[src/rtl/fighting_pkg.sv]
// Shared definitions for the two-player fighting core: action encodings and
// the match-level state machine states.
package fighting_pkg;

    localparam logic [2:0] ACT_IDLE   = 3'b000;
    localparam logic [2:0] ACT_LEFT   = 3'b001;
    localparam logic [2:0] ACT_RIGHT  = 3'b010;
    localparam logic [2:0] ACT_ATTACK = 3'b011;
    localparam logic [2:0] ACT_DEFEND = 3'b100;

    typedef enum logic [1:0] {
        FIGHT      = 2'd0,
        ROUND_END  = 2'd1,
        MATCH_OVER = 2'd2
    } arena_state_e;

endpackage

[src/rtl/fighting_arena_core_fighter_unit.sv]
// One player's health and attack-cooldown registers; the top instantiates
// it once per player and feeds it the resolved hit/attack for each turn.
module fighter_unit
    import fighting_pkg::*;
#(
    parameter int HEALTH_MAX = 3,
    parameter int COOLDOWN   = 2,
    parameter int HEALTH_W   = 2,
    parameter int CD_W       = 2
) (
    input  logic                clk,
    input  logic                rst_n,
    input  logic                turn,
    input  logic                hit_taken,
    input  logic                attack_attempt,
    input  logic                round_reload,
    output logic [HEALTH_W-1:0] health,
    output logic                cooldown_zero
);

    logic [HEALTH_W-1:0] health_r;
    logic [CD_W-1:0]     cd_r;

    // Health and cooldown update, one step per enabled turn.
    always_ff @(posedge clk or negedge rst_n) begin
        if (!rst_n) begin
            health_r <= HEALTH_W'(HEALTH_MAX);
            cd_r     <= {CD_W{1'b0}};
        end else if (round_reload) begin
            health_r <= HEALTH_W'(HEALTH_MAX);
            cd_r     <= {CD_W{1'b0}};
        end else if (turn) begin
            if (hit_taken && (health_r != {HEALTH_W{1'b0}})) begin
                health_r <= health_r - HEALTH_W'(1);
            end
            // An attack during cooldown is void and only lets the timer run down.
            if (attack_attempt && (cd_r == {CD_W{1'b0}})) begin
                cd_r <= CD_W'(COOLDOWN);
            end else if (cd_r != {CD_W{1'b0}}) begin
                cd_r <= cd_r - CD_W'(1);
            end
        end
    end

    assign health        = health_r;
    assign cooldown_zero = (cd_r == {CD_W{1'b0}});

endmodule

[src/rtl/fighting_arena_core.sv]
// Two-player line-arena fighting core: movement arbitration, hit resolution,
// round scoring with an inter-round pause and best-of-N match result.
module fighting_arena_core
    import fighting_pkg::*;
#(
    parameter int NUM_CELLS     = 8,
    parameter int HEALTH_MAX    = 3,
    parameter int COOLDOWN      = 2,
    parameter int ROUNDS_TO_WIN = 2,
    parameter int ROUND_GAP     = 4,
    localparam int POS_W    = $clog2(NUM_CELLS),
    localparam int HEALTH_W = $clog2(HEALTH_MAX + 1),
    localparam int CD_W     = (COOLDOWN > 0) ? $clog2(COOLDOWN + 1) : 1,
    localparam int RND_W    = $clog2(ROUNDS_TO_WIN + 1)
) (
    input  logic                clk,
    input  logic                resetGame,
    input  logic                actionEnable,
    input  logic [2:0]          action1,
    input  logic [2:0]          action2,
    output logic [POS_W-1:0]    pos1,
    output logic [POS_W-1:0]    pos2,
    output logic [HEALTH_W-1:0] health1,
    output logic [HEALTH_W-1:0] health2,
    output logic [RND_W-1:0]    rounds1,
    output logic [RND_W-1:0]    rounds2,
    output logic                roundOver,
    output logic                firstWin,
    output logic                secondWin
);

    localparam int GAP_W = (ROUND_GAP > 1) ? $clog2(ROUND_GAP + 1) : 1;
    localparam logic [POS_W-1:0] LAST_POS = POS_W'(NUM_CELLS - 1);

    arena_state_e        state_r, state_nxt_s;
    logic [POS_W-1:0]    pos1_r, pos2_r, cand1_s, cand2_s;
    logic [HEALTH_W-1:0] h1_s, h2_s;
    logic [RND_W-1:0]    rounds1_r, rounds2_r;
    logic [GAP_W-1:0]    gap_r;
    logic                roundover_r, first_win_r, second_win_r;
    logic                turn_s, adjacent_s, atk1_s, atk2_s, cdz1_s, cdz2_s;
    logic                hit_on1_s, hit_on2_s, dead1_s, dead2_s;
    logic                gap_done_s, win1_s, win2_s, reload_s;

    function automatic logic [POS_W-1:0] step_pos(input logic [POS_W-1:0] p,
                                                  input logic [2:0] act);
        case (act)
            ACT_LEFT:  step_pos = (p == {POS_W{1'b0}}) ? p : p - POS_W'(1);
            ACT_RIGHT: step_pos = (p == LAST_POS) ? p : p + POS_W'(1);
            default:   step_pos = p;
        endcase
    endfunction

    assign turn_s     = actionEnable && (state_r == FIGHT);
    assign cand1_s    = step_pos(pos1_r, action1);
    assign cand2_s    = step_pos(pos2_r, action2);
    assign adjacent_s = ((pos2_r - pos1_r) == POS_W'(1));
    assign atk1_s     = (action1 == ACT_ATTACK);
    assign atk2_s     = (action2 == ACT_ATTACK);
    assign hit_on2_s  = atk1_s && cdz1_s && adjacent_s && (action2 != ACT_DEFEND);
    assign hit_on1_s  = atk2_s && cdz2_s && adjacent_s && (action1 != ACT_DEFEND);
    // Health never sits at zero during FIGHT, so a hit at 1 is the killing blow.
    assign dead1_s    = hit_on1_s && (h1_s == HEALTH_W'(1));
    assign dead2_s    = hit_on2_s && (h2_s == HEALTH_W'(1));
    assign gap_done_s = (gap_r == GAP_W'(ROUND_GAP - 1));
    assign win1_s     = (rounds1_r == RND_W'(ROUNDS_TO_WIN));
    assign win2_s     = (rounds2_r == RND_W'(ROUNDS_TO_WIN));
    assign reload_s   = (state_r == ROUND_END) && gap_done_s && !(win1_s || win2_s);

    fighter_unit #(.HEALTH_MAX(HEALTH_MAX), .COOLDOWN(COOLDOWN),
                   .HEALTH_W(HEALTH_W), .CD_W(CD_W)) u_fighter1 (
        .clk(clk), .rst_n(resetGame), .turn(turn_s), .hit_taken(hit_on1_s),
        .attack_attempt(atk1_s), .round_reload(reload_s),
        .health(h1_s), .cooldown_zero(cdz1_s)
    );

    fighter_unit #(.HEALTH_MAX(HEALTH_MAX), .COOLDOWN(COOLDOWN),
                   .HEALTH_W(HEALTH_W), .CD_W(CD_W)) u_fighter2 (
        .clk(clk), .rst_n(resetGame), .turn(turn_s), .hit_taken(hit_on2_s),
        .attack_attempt(atk2_s), .round_reload(reload_s),
        .health(h2_s), .cooldown_zero(cdz2_s)
    );

    // Match FSM next-state decode.
    always_comb begin
        state_nxt_s = state_r;
        case (state_r)
            FIGHT: begin
                if (turn_s && (dead1_s || dead2_s)) begin
                    state_nxt_s = ROUND_END;
                end else begin
                    state_nxt_s = FIGHT;
                end
            end
            ROUND_END: begin
                if (gap_done_s) begin
                    state_nxt_s = (win1_s || win2_s) ? MATCH_OVER : FIGHT;
                end else begin
                    state_nxt_s = ROUND_END;
                end
            end
            MATCH_OVER: state_nxt_s = MATCH_OVER;
            default:    state_nxt_s = FIGHT;
        endcase
    end

    // Match FSM state register.
    always_ff @(posedge clk or negedge resetGame) begin
        if (!resetGame) begin
            state_r <= FIGHT;
        end else begin
            state_r <= state_nxt_s;
        end
    end

    // Player positions; a move that would cross or collide cancels both moves.
    always_ff @(posedge clk or negedge resetGame) begin
        if (!resetGame) begin
            pos1_r <= {POS_W{1'b0}};
            pos2_r <= LAST_POS;
        end else if (reload_s) begin
            pos1_r <= {POS_W{1'b0}};
            pos2_r <= LAST_POS;
        end else if (turn_s && (cand1_s < cand2_s)) begin
            pos1_r <= cand1_s;
            pos2_r <= cand2_s;
        end
    end

    // Round scoring, inter-round gap counter and sticky match flags.
    always_ff @(posedge clk or negedge resetGame) begin
        if (!resetGame) begin
            rounds1_r    <= {RND_W{1'b0}};
            rounds2_r    <= {RND_W{1'b0}};
            gap_r        <= {GAP_W{1'b0}};
            roundover_r  <= 1'b0;
            first_win_r  <= 1'b0;
            second_win_r <= 1'b0;
        end else begin
            roundover_r <= (state_nxt_s == ROUND_END);
            gap_r       <= (state_r == ROUND_END) ? gap_r + GAP_W'(1) : {GAP_W{1'b0}};
            if (turn_s && dead2_s && !dead1_s) begin
                rounds1_r <= rounds1_r + RND_W'(1);
            end
            if (turn_s && dead1_s && !dead2_s) begin
                rounds2_r <= rounds2_r + RND_W'(1);
            end
            if ((state_r == ROUND_END) && gap_done_s && win1_s) begin
                first_win_r <= 1'b1;
            end
            if ((state_r == ROUND_END) && gap_done_s && win2_s && !win1_s) begin
                second_win_r <= 1'b1;
            end
        end
    end

    assign pos1      = pos1_r;
    assign pos2      = pos2_r;
    assign health1   = h1_s;
    assign health2   = h2_s;
    assign rounds1   = rounds1_r;
    assign rounds2   = rounds2_r;
    assign roundOver = roundover_r;
    assign firstWin  = first_win_r;
    assign secondWin = second_win_r;

endmodule

[config.mk]
export PLATFORM = sky130hd
export DESIGN_NAME = fighting_arena_core
export DESIGN_NICKNAME = d
export VERILOG_FILES = /design/src/rtl/fighting_pkg.sv /design/src/rtl/fighting_arena_core_fighter_unit.sv /design/src/rtl/fighting_arena_core.sv
export SDC_FILE = /design/constraint.sdc
export NUM_CORES = 1
export LEC_CHECK = 0
export CORE_MARGIN = 3
export CORE_UTILIZATION = 51
export CTS_BUF_LIST = sky130_fd_sc_hd__clkbuf_8
export DETAILED_ROUTE_END_ITERATION = 7
export PLACE_DENSITY = 0.79
export SETUP_SLACK_MARGIN = 0.15
export SYNTH_ARGS = -nofsm -noshare
export SYNTH_HDL_FRONTEND = slang
export SYNTH_SLANG_ARGS = --single-unit
[constraint.sdc]
create_clock -name clk -period 3 [get_ports clk]
set_input_delay 0.6 -clock clk [delete_from_list [all_inputs] [get_ports clk]]
set_output_delay 0.6 -clock clk [all_outputs]
set_load 0.02 [all_outputs]
==> Word level (Yosys, flattened, before mapping) <==
Cells that the tools add are included.
{ "totals": {"reg_bits": 26, "latch_bits": 0, "mem_bits_rw": 0, "romBits": 0, "in_bits": 9, "out_inout_bits": 17, "wordCells": 121, "mem_count": 0} }
{ "op_classes": {"n_addsub": 12, "n_mul": 0, "n_div": 0, "magnitude_cmp": 1, "n_eq_ne": 19, "n_shift": 0, "muxes": 29, "bitwise": 0, "n_reduce_logical": 47} }
{ "op_table": {"columns": ["op", "n"], "rows": [
  ["$mux W2", 16],
  ["$mux W3", 9],
  ["$logic_and A1 B1 Y1", 22],
  ["$reduce_bool A2 Y1", 8],
  ["$eq A3 B2 Y1 const B", 5],
  ["$pmux W3 S2", 2],
  ["$add A3 B1 Y3 const B", 3],
  ["$eq A3 B1 Y1 const B", 3],
  ["$eq A2 B1 Y1 const B", 4],
  ["$reduce_and A2 Y1", 4],
  ["$sub A2 B1 Y2 const B", 4],
  ["$eq A2 B2 Y1 const B", 3],
  ["$eq A3 B3 Y1 const B", 2],
  ["$logic_not A2 Y1", 3],
  ["$logic_not A3 Y1", 2],
  ["$ne A3 B3 Y1 const B", 2],
  ["$pmux W2 S3", 1],
  ["$reduce_bool A3 Y1", 2],
  ["$sub A3 B1 Y3 const B", 2],
  ["$add A2 B1 Y2 const B", 2],
  ["$logic_not A1 Y1", 4],
  ["$lt A3 B3 Y1", 1],
  ["$sub A3 B3 Y3", 1],
  ["$logic_or A1 B1 Y1", 2],
  ["$mux W1", 1]
]} }

==> Longest topological paths before layout <==
{ "logic_depth": {"depth_word": 10, "ltp_mapped": 12, "depth_no_buf": 12} }

==> Hierarchy <==
A second synthesis with hierarchy kept.
{ "unflattened": {"cells_unflattened": 178, "area_unflattened_um2": 1783.0} }
{ "modules_own_cells": {"columns": ["module", "n_inst", "cells_per_inst", "area_per_inst_um2", "seq_area_each_um2"], "rows": [
  ["fighting_arena_core", 1, 136, 1335.0, 454.2],
  ["fighter_unit", 2, 21, 224.0, 102.6]
]} }

==> Least setup slack after synthesis <==
OpenSTA, ideal clock, no wires.
{ "synth_timing": {"path_type": "register to register", "start": "register pos2_r[0], in the netlist pos2[0]", "end": "register pos1_r[0], in the netlist pos1[0]", "setup_ps": 138, "arrival_ps": 3020, "t_required_ps": 2862, "setup_slack_ps": -158, "stages_incl_launch_ff": 13, "synth_period_minus_slack_ps": 3158, "cell_sequence": "dfstp_2 inv_1 ha_1 nor2b_1 o21a_1 nor3_1 o22ai_1 ha_1 and2_1 and4_1 a2111oi_4 nand4_1 mux2i_1"} }
{ "synth_via": {"elab_chain_cells": 6} }
{ "synth_lines": {"columns": ["item", "line", "source"], "rows": [
  ["start: declaration", "fighting_arena_core.sv:36", "logic [POS_W-1:0] pos1_r, pos2_r, cand1_s, cand2_s;"],
  ["start signal: assignment", "fighting_arena_core.sv:126", "pos2_r <= cand2_s;"],
  ["$add A3 B1 Y3, or another cell as far along", "fighting_arena_core.sv:49", "ACT_RIGHT: step_pos = (p == LAST_POS) ? p : p + POS_W'(1);"],
  ["$mux W3 (on tied branches)", "fighting_arena_core.sv:49, fighting_arena_core.sv:48", null],
  ["$pmux W3 S2 *", "fighting_arena_core.sv:47", "case (act)"],
  ["$lt A3 B3 Y1 *", "fighting_arena_core.sv:124", "end else if (turn_s && (cand1_s < cand2_s)) begin"],
  ["$logic_and A1 B1 Y1 *", "fighting_arena_core.sv:124", null],
  ["$reduce_bool A2 Y1 (no source line) *", null, null],
  ["end signal: assignment", "fighting_arena_core.sv:119", "pos1_r <= {POS_W{1'b0}};"],
  ["end signal: assignment", "fighting_arena_core.sv:122", "pos1_r <= {POS_W{1'b0}};"],
  ["end signal: assignment", "fighting_arena_core.sv:125", "pos1_r <= cand1_s;"],
  ["end: declaration", "fighting_arena_core.sv:36", null]
]} }
Mark *: on every way between the ends. The rest lies on a longest branch, timed or not.
A chain may end at the register's enable or synchronous reset.

==> Final worst setup path <==
{ "layout_timing": {"start": "register pos1_r[0], in the netlist pos1[0]", "end": "register pos1_r[0], in the netlist pos1[0]"} }
{ "layout_via": {"elab_chain_cells": 6} }
{ "layout_lines": {"columns": ["item", "line"], "rows": [
  ["$add A3 B1 Y3, or another cell as far along", "fighting_arena_core.sv:49"],
  ["$mux W3 (on tied branches)", "fighting_arena_core.sv:49, fighting_arena_core.sv:48"],
  ["$pmux W3 S2 *", "fighting_arena_core.sv:47"],
  ["$lt A3 B3 Y1", "fighting_arena_core.sv:124"],
  ["$logic_and A1 B1 Y1", "fighting_arena_core.sv:124"],
  ["$reduce_bool A2 Y1 (no source line)", null]
]} }
Mark *: on every way between the ends. The rest lies on a longest branch, timed or not. The select of a mux whose other input is x is not followed.

==> out/results.ini <==
[synthesis]
synth_nets=211
yosysSeqAreaShare_pct=36.9
synthArstFlopShare_pct=100
synth-edff-count=0
ys.flop_type=dfrtp_1
synth_warnings=0
ys_types=49
synth_top_area_cell=dfrtp_1
ys_seq_elements=26
synthCells=182
syn_area_sq_um=1790
synth_area_leaders=dfrtp_1 27%, ha_1 13%, dfstp_2 10%
synth_commonest_cells=19 x dfrtp_1, 19 x ha_1, 19 x inv_1
synth_top_area_share_pct=26.6
synth.avg_cell_area_sq_um=9.82

[hold_path]
min_path_type=reg2reg
hold_path_startpoint=gap_r[0]

[clock_tree]
cts-root-buf=clkbuf_8
clockBufferDepth=2
clock_latency_ns=0.28
cts.sinks=26
cts_hold_buf=0
cts_buffers=3
htreeDepth=1
cts_tree=done
clk_pin_slew_ns=0.10

[sta]
slew_viol_final=0
finalCritPeriodShare_pct=96.7
tns_ns=0
rsz0062_at_grt=true
setup_viol=0
hold_ws_ns=0.447
fin_skew_ns=0.00665
relSlewSlack_pct=46.8
worst_slew_pin_slew_ns=0.791
fin_crit_ns=2.90
fmax_ghz=0.345
hold_viol=0

[worst_setup_path]
critPathKind=reg2reg
crit_arrival_ns=3.07
r2r_start=pos1[0]
path_max_fanout=5
crit_path_top_delay_cell=dfrtp_2
crit_required_ns=3.17
end_kind=flip-flop
path_cells=inv_1 -> ha_1 -> nor2b_1 -> o22ai_2 -> a21oi_1 -> a211o_1 -> ha_4 -> and2_4 -> and4_4 -> a2111oi_4 -> nand4_1 -> mux2i_1
crit_start=pos1[0]
reg2reg_to=pos1[0]
critPathLaunchType=flip-flop
rr_worst_depth=12
cpPeakStageDelay_ns=0.42
r2r_slack_ns=0.1
crit_end=pos1[0]

[floorplan]
coreArea_sq_um=3200
io_pins=26
die_w_um=65.2
start_util_pct=55.8
die_h_um=65.2
num_rows=20
dieArea_sq_um=4250

[run_status]
outcome=complete, no violations

[finish]
utilization_pct=81.9
drive_above_1_share_pct=36.9
nNetsFinal=282
insertedDiodeCount=0
finish.instance_area_sq_um=2620
finalNonFillerCells=296
area_growth_pct=46.8

[global_route]
grt_pass1_wl_mm=8.03
grt_usage_pct=24.7
grt_max_degree=27
antenna_found_initial=0
grt_pass1_vias=1695
grt-ovfl-total=0

[placement]
postPlaceCellArea_sq_um=2270
portBuffers=25
gp_congestion=0.882
hpwl_mm=3.22
dp_cells=270

[routing]
ant_nets=0
routed_wl_mm=5.54
drt_iter0_markers=192
via_per_inst=5.80
routed-via-count=1717
drc=0
drtPass1Iterations=4
wl_per_cell_um=18.7

[power]
p_per_area_nw_per_um2=829
ir_drop_uv=571
leakagePower_nw=1.28

[run]
maxCapViolCount=0

routing by layer:
layer | vias up | part of all wire, % | routed length [um] | global-route usage (%)
met2 | 78 | 51 | 2840 | 45.0
met1 | 845 | 40 | 2240 | 29.6
met5 | - | 0 | 0 | 0
met3 | 18 | 6.1 | 337 | 4.62
li1 | 776 | - | - | -
met4 | 0 | 2.2 | 121 | 6.48
power breakdown:
group / switching [mW] / leakage, nW / internal [mW]
Combinational: 0.666 / 0.948 / 0.675
Sequential: 0.0850 / 0.300 / 0.452
Clock: 0.119 / 0.0357 / 0.179
Total: 0.870 / 1.28 / 1.31
worst min path at each step:
stage / end / slack, ns / cells past startpoint
after global routing: gap_r[0] / 0.45 / 1
after floorplan: firstWin / 0.30 / 0
after CTS: gap_r[0] / 0.44 / 1
after global placement: gap_r[0] / 0.43 / 1
final: gap_r[0] / 0.45 / 1
after detailed placement: gap_r[0] / 0.43 / 1
cell type report:
type | instances | area [sq um]
Multi-Input combinational cell | 135 | 1190
Sequential cell | 26 | 662
Fill cell | 199 | 581
Timing Repair Buffer | 68 | 569
Inverter | 19 | 78.8
Tap cell | 44 | 55.1
Clock buffer | 3 | 41.3
Clock inverter | 1 | 30.0
what timing repair did:
item | CTS | global route
buffers inserted | 11 | 11
setup endpoints to repair | 6 | 7
resized for setup | 19 | 15
hold endpoints to repair | 0 | 0
cloned | 0 | 0
pin swaps | 11 | 15
worst max-delay path: cells and delay by family, from the launching register on:
family | cells | cell delay [ns]
adders and majority gates | 2 | 0.52
AOI/OAI and AO/OA | 4 | 0.88
muxes | 1 | 0.15
DFF | 1 | 0.42
and+or+nand+nor | 4 | 0.71
buffers and inverters | 1 | 0.12
logic make-up (layout without fill, tap and decap cells):
| logic type | after synthesis | count (layout) | synth area share [%] |
|---|---|---|---|
| AO/OA/AOI/OAI | 34 | 34 | 14.9 |
| XOR/XNOR | 5 | 5 | 3.29 |
| adder cells (fa/ha/maj) | 20 | 20 | 14.4 |
| buffers and inverters | 21 | 91 | 4.83 |
| flip-flops | 26 | 26 | 36.9 |
| multiplexers | 10 | 10 | 5.88 |
| AND/OR/NAND/NOR | 66 | 66 | 19.7 |
through the flow:
stage	worst slack, ns	power [mW]
global placement	-0.131	1.43
detailed placement	-0.245	1.47
CTS	0.167	1.89
finish	0.0988	2.18
floorplan	0.142	1.16
global route	-0.0000810	2.30
placed cells by master (no fill, tap or decap), drive strengths merged, types with 2 or more instances in the layout:
| cell type | Yosys | layout |
|---|---|---|
| o22ai | 2 | 2 |
| a31oi | 3 | 3 |
| nor2b | 5 | 5 |
| inv | 19 | 18 |
| nand3b | 2 | 2 |
| ha | 19 | 19 |
| o21a | 2 | 2 |
| a21o | 2 | 2 |
| a211oi | 4 | 4 |
| xnor2 | 4 | 4 |
| clkbuf | 1 | 3 |
| clkdlybuf4s50 | 0 | 19 |
| nor3 | 6 | 6 |
| and4 | 2 | 2 |
| buf | 1 | 43 |
| and2 | 3 | 3 |
| mux2i | 9 | 9 |
| nor2 | 18 | 18 |
| a21oi | 8 | 8 |
| o21ai | 4 | 4 |
| dfstp | 7 | 7 |
| nand2b | 4 | 4 |
| dfrtp | 19 | 19 |
| o211ai | 2 | 2 |
| nor3b | 2 | 2 |
| nand3 | 4 | 4 |
| dlygate4sd2 | 0 | 6 |
| nand2 | 15 | 15 |
Power figures use the tool's default switching activity.
